$ cat config.mk
export PLATFORM = sky130hd
export DESIGN_NAME = sipo_deserializer_flat
export DESIGN_NICKNAME = d
export VERILOG_FILES = /design/src/rtl/sipo_deserializer_if.sv /design/src/rtl/sipo_deserializer.sv /design/src/flat_wrapper.sv
export SDC_FILE = /design/constraint.sdc
export NUM_CORES = 1
export LEC_CHECK = 0
export ABC_AREA = 0
export BUFFER_PORTS_ARGS = -buffer_cell sky130_fd_sc_hd__clkbuf_2
export CORE_AREA = 8 8 46 48
export CTS_BUF_LIST = sky130_fd_sc_hd__clkbuf_4 sky130_fd_sc_hd__clkbuf_8
export DETAILED_ROUTE_END_ITERATION = 8
export DIE_AREA = 0 0 54 56
export PLACE_DENSITY_LB_ADDON = 0.1
export SLEW_MARGIN = 20
export SYNTH_ARGS = -nofsm -noshare
export SYNTH_HDL_FRONTEND = slang
export SYNTH_SLANG_ARGS = --single-unit
$ cat constraint.sdc
create_clock -name clk -period 1.32 [get_ports clk]
set_input_delay 0.066 -clock clk [delete_from_list [all_inputs] [get_ports clk]]
set_output_delay 0.066 -clock clk [all_outputs]
set_load 0.01 [all_outputs]
$ cat src/rtl/sipo_deserializer_if.sv
// sipo_deserializer_if: serial input and parallel word handshake bundle for sipo_deserializer
interface sipo_deserializer_if #(parameter int WIDTH = 4);
    logic                           sin;
    logic                           sin_valid;
    logic [WIDTH-1:0]               dout;
    logic                           dout_valid;
    logic                           dout_ready;
    logic [$clog2(WIDTH+1)-1:0]     bit_cnt;
    logic                           overflow;
    logic                           parity_err;

    modport master (
        output sin, sin_valid, dout_ready,
        input  dout, dout_valid, bit_cnt, overflow, parity_err
    );

    modport slave (
        input  sin, sin_valid, dout_ready,
        output dout, dout_valid, bit_cnt, overflow, parity_err
    );
endinterface

$ cat src/rtl/sipo_deserializer.sv
// sipo_deserializer: double-buffered serial-to-parallel word assembler; SIPO_PARITY_EN adds an even-parity bit per frame
module sipo_deserializer #(
    parameter int WIDTH = 4
) (
    input logic              clk,
    input logic              reset,
    input logic              clear,
    sipo_deserializer_if.slave bus
);
`ifdef SIPO_PARITY_EN
    localparam int F = WIDTH + 1;
`else
    localparam int F = WIDTH;
`endif
    localparam int SW = F - 1;
    localparam int CW = $clog2(WIDTH + 1);

    logic [SW-1:0]    shreg;
    logic [F-1:0]     ext;
    logic [WIDTH-1:0] word;
    logic             done, good, take, free, load, ovf_set, perr_set;

    // frame completion, parity verdict and holding-register decisions for this edge
    always_comb begin
        ext      = {shreg, bus.sin};
        done     = bus.sin_valid && (bus.bit_cnt == CW'(F - 1));
`ifdef SIPO_PARITY_EN
        word     = ext[WIDTH:1];
        good     = ~^ext;
`else
        word     = ext;
        good     = 1'b1;
`endif
        take     = bus.dout_valid & bus.dout_ready;
        free     = ~bus.dout_valid | bus.dout_ready;
        load     = done & good & free;
        ovf_set  = done & good & ~free;
        perr_set = done & ~good;
    end

    // shift register, bit counter, holding register and sticky flags
    always_ff @(posedge clk or posedge reset) begin
        if (reset) begin
            shreg          <= '0;
            bus.bit_cnt    <= '0;
            bus.dout       <= '0;
            bus.dout_valid <= 1'b0;
            bus.overflow   <= 1'b0;
            bus.parity_err <= 1'b0;
        end else if (clear) begin
            shreg          <= '0;
            bus.bit_cnt    <= '0;
            bus.dout_valid <= 1'b0;
            bus.overflow   <= 1'b0;
            bus.parity_err <= 1'b0;
        end else begin
            if (bus.sin_valid) begin
                shreg       <= ext[SW-1:0];
                bus.bit_cnt <= done ? '0 : bus.bit_cnt + CW'(1);
            end
            if (load)
                bus.dout <= word;
            bus.dout_valid <= load ? 1'b1 : take ? 1'b0 : bus.dout_valid;
            if (ovf_set)
                bus.overflow <= 1'b1;
            if (perr_set)
                bus.parity_err <= 1'b1;
        end
    end
endmodule

$ cat src/flat_wrapper.sv
// flat-port wrapper written by rule: the top's interface ports become plain ports
module sipo_deserializer_flat 
#(
    parameter int WIDTH = 4
)
  (clk, reset, clear, bus_sin, bus_sin_valid, bus_dout_ready, bus_dout, bus_dout_valid, bus_bit_cnt, bus_overflow, bus_parity_err);
  sipo_deserializer_if #(.WIDTH(WIDTH)) bus_i ();
  input logic clk;
  input logic reset;
  input logic clear;
  input wire logic [$bits(bus_i.sin)-1:0] bus_sin;
  input wire logic [$bits(bus_i.sin_valid)-1:0] bus_sin_valid;
  input wire logic [$bits(bus_i.dout_ready)-1:0] bus_dout_ready;
  output wire logic [$bits(bus_i.dout)-1:0] bus_dout;
  output wire logic [$bits(bus_i.dout_valid)-1:0] bus_dout_valid;
  output wire logic [$bits(bus_i.bit_cnt)-1:0] bus_bit_cnt;
  output wire logic [$bits(bus_i.overflow)-1:0] bus_overflow;
  output wire logic [$bits(bus_i.parity_err)-1:0] bus_parity_err;
  assign bus_i.sin = bus_sin;
  assign bus_i.sin_valid = bus_sin_valid;
  assign bus_i.dout_ready = bus_dout_ready;
  assign bus_dout = bus_i.dout;
  assign bus_dout_valid = bus_i.dout_valid;
  assign bus_bit_cnt = bus_i.bit_cnt;
  assign bus_overflow = bus_i.overflow;
  assign bus_parity_err = bus_i.parity_err;
  sipo_deserializer #(.WIDTH(WIDTH)) u_core (.clk(clk), .reset(reset), .clear(clear), .bus(bus_i));
endmodule
==> run metrics <==
status=finished with violations; violated checks=setup timing; total inserted antenna cells=0; Fin Clk Skew=0.00234 ns; Arrival @ worst endpoint=1.56 ns; count of antenna-violating nets left after detailed routing=0; pin count of the biggest net entering global routing=13; number of cell rows=14; CTS tree=done; maximum clock path buffer count=2; share of power burned in combinational logic=0.127; Sequential cell area=about 300 µm²; clock sink count=12; initial antenna violation count=0; Placer Congestion=0.656; met2 WL=563 µm; final hold viol count=0; start-to-end type of the worst setup path=flip-flop to flip-flop; fraction of the core area covered by cells at the end of the flow=0.503; total via count after detailed routing=378; multi-input combinational cell area=236 µm²; area of the die=roughly 0.0030 mm²; Net Count, Synth=49; clock transition at the registers of the reported paths=0.07 ns; placed cell count=73; Synth-to-Final Area Change=33.8%; unrepaired setup endpoints after global routing=true; post-route setup TNS=-0.279 ns; Pint=about 0.53 mW; half-perimeter wire length of the detailed placement result=857 µm; Clk network pwr share=0.317; syn avg cell area=12.9 µm²; Seq/Total Area, Yosys=0.556; number of standard cells in the layout, taps in and fillers out=80; gate count of the mapped netlist=42; post-route minimum period=1.40 ns; number of maximum-capacitance constraint violations=0; Max Clk Rate=716 MHz; commonest non-fill, non-tap cell in the layout=sky130_fd_sc_hd__clkbuf_2; ratio of total power to cell area=975 mW/mm²; root buffer selected by CTS=sky130_fd_sc_hd__clkbuf_4; kind of start point of the critical path=flip-flop; switching power=0.172 mW; number of setup violations in the final report=4; most frequent cells in the layout=14 x sky130_fd_sc_hd__clkbuf_2, 12 x sky130_fd_sc_hd__dfrtp_1, 6 x sky130_fd_sc_hd__buf_4, 4 x sky130_fd_sc_hd__mux2_4, 4 x sky130_fd_sc_hd__nor2_1; period utilization=1.06; global-route wire length before repair=1950 µm; number of I/O port buffers=14; vias in the first global route=416; die span in y=56 µm; number of fill cells in the layout=131; M1 WL=between 400 and 500 µm; total number of yosys warnings=0; first drt pass iteration count=3; fraction of power spent switching nets=0.243; post-route standard cell area excluding fillers=around 720 µm²; DRT Wirelength=roughly 1200 µm; clk_lat worst skew=about 0.27 ns; die outline width=54 µm; critical path required time=1.48 ns; sort of element at the end of the critical path=flip-flop; sequential share of power=0.556; number of design-rule violations left by the first detailed-router iteration=5; maximum vdd ir drop=approximately 500 µV; max-slew violation count=0; NumNets Final=73; total power after layout=between 0.7 and 0.8 mW; routed wire length per instance=14.6 µm; DR DRC count=0; register bit count reported by yosys=12; min setup slack post-route=-0.0766 ns; fraction of layout instances using a drive strength above 1=0.500; area of the core=approximately 0.0014 mm²; leakage power summed over all cells=~0.39 nW; H-tree depth=1; worst hold path type=input pin to flip-flop; critical-path maximum fanout=4; gr ovfl total=0; Post-Syn Area=541 µm²; total global routing track utilization=0.0890; number of top-level pins=16; number of CTS-inserted buffers=3; post-synth cell types=18; WL met3=around 110 µm; Placed Area=between 600 and 700 µm²; detail-routed via count per cell=around 4.7; Highest Signal Layer=met4; starting density of the core=0.376
-- routing by layer --
layer	vias up	global-route usage
met5	-	0
met4	0	0.0634
met3	3	0.0428
met2	11	0.134
met1	181	0.0913
li1	183	-
-- area by class of cell --
type,count,share of cell area
inverter,2,0.0104
sequential,12,0.415
tap,16,0.0277
clock buffer,3,0.0311
timing repair buffer,22,0.189
multi-input combinational,25,0.327
-- worst paths after layout --
path	from	to	slack [ns]	cells past startpoint
min in group asynchronous	reset	u_core.bus.dout_valid	0.33	3
hold / removal	bus_sin	u_core.bus.dout[0]	0.04	2
setup / recovery	u_core.bus.bit_cnt[1]	u_core.bus.dout[2]	-0.08	5
max in group asynchronous	reset	u_core.bus.dout[3]	0.68	3
hold reg to reg	u_core.bus.dout[1]	u_core.bus.dout[1]	0.51	1
setup reg to reg	u_core.bus.bit_cnt[1]	u_core.bus.dout[2]	-0.08	5
-- power by group through the flow --
| stage | Clock, mW | Sequential (mW) | Combinational, mW |
|---|---|---|---|
| finish | 0.223 | 0.392 | 0.0896 |
| global route | 0.246 | 0.394 | 0.0999 |
| CTS | 0.235 | 0.393 | 0.0905 |
| detailed placement | 0 | 0.398 | 0.0785 |
| global placement | 0 | 0.398 | 0.0758 |
| floorplan | 0 | 0.403 | 0.0450 |
-- cells by family after synthesis --
logic type      synth area share
compound gates            0.0602
fa+ha+maj                 0.0231
buf+inv                   0.0579
flops                      0.556
mux                        0.139
other cells              0.00694
simple gates               0.157
-- Yosys cell counts --
library cell / count / area (µm²)
sky130_fd_sc_hd__mux2_2: 4 / 45.0
sky130_fd_sc_hd__nor2_1: 4 / 15.0
sky130_fd_sc_hd__dfrtp_1: 12 / 300
sky130_fd_sc_hd__a211oi_1: 1 / 7.51
sky130_fd_sc_hd__inv_1: 2 / 7.51
sky130_fd_sc_hd__buf_4: 1 / 7.51
sky130_fd_sc_hd__o21ba_2: 1 / 10.0
sky130_fd_sc_hd__mux2i_1: 3 / 30.0
sky130_fd_sc_hd__nand2b_1: 3 / 18.8
sky130_fd_sc_hd__nand3b_1: 1 / 7.51
sky130_fd_sc_hd__a21oi_1: 3 / 15.0
sky130_fd_sc_hd__buf_2: 1 / 5.00
sky130_fd_sc_hd__nor3b_4: 1 / 18.8
sky130_fd_sc_hd__nand3_1: 1 / 5.00
sky130_fd_sc_hd__conb_1: 1 / 3.75
sky130_fd_sc_hd__nand3b_4: 1 / 20.0
sky130_fd_sc_hd__buf_6: 1 / 11.3
sky130_fd_sc_hd__ha_1: 1 / 12.5
-- metrics by stage --
step / setup WS (ns) / hold WS (ns)
after floorplan: -0.126 / -0.0693
after global placement: -0.0759 / 0.0571
after detailed placement: -0.158 / 0.0797
after CTS: -0.0993 / 0.0339
after global routing: -0.132 / 0.0421
final: -0.0766 / 0.0438
-- flip-flops by register name, indices dropped and copies added (netlist names) --
name and count:
u_core.bus.bit_cnt 3, u_core.bus.dout 4, u_core.bus.dout_valid 1, u_core.bus.overflow 1, u_core.shreg 3
-- critical path: stages, from the launching register on --
cell and delay [ns]:
sky130_fd_sc_hd__dfrtp_1 0.39, sky130_fd_sc_hd__ha_4 0.17, sky130_fd_sc_hd__nand3b_4 0.09, sky130_fd_sc_hd__nor3b_4 0.18, sky130_fd_sc_hd__buf_6 0.15, sky130_fd_sc_hd__mux2_4 0.30
-- what timing repair did --
action | in CTS | in global routing
endpoints found under the hold margin | 12 | 0
pin swaps | 1 | 2
buffers inserted | 2 | 1
hold buffers | 1 | 0
gates resized for setup | 6 | 0
setup endpoints to repair | 4 | 4
(Power assumes the default switching activity.)
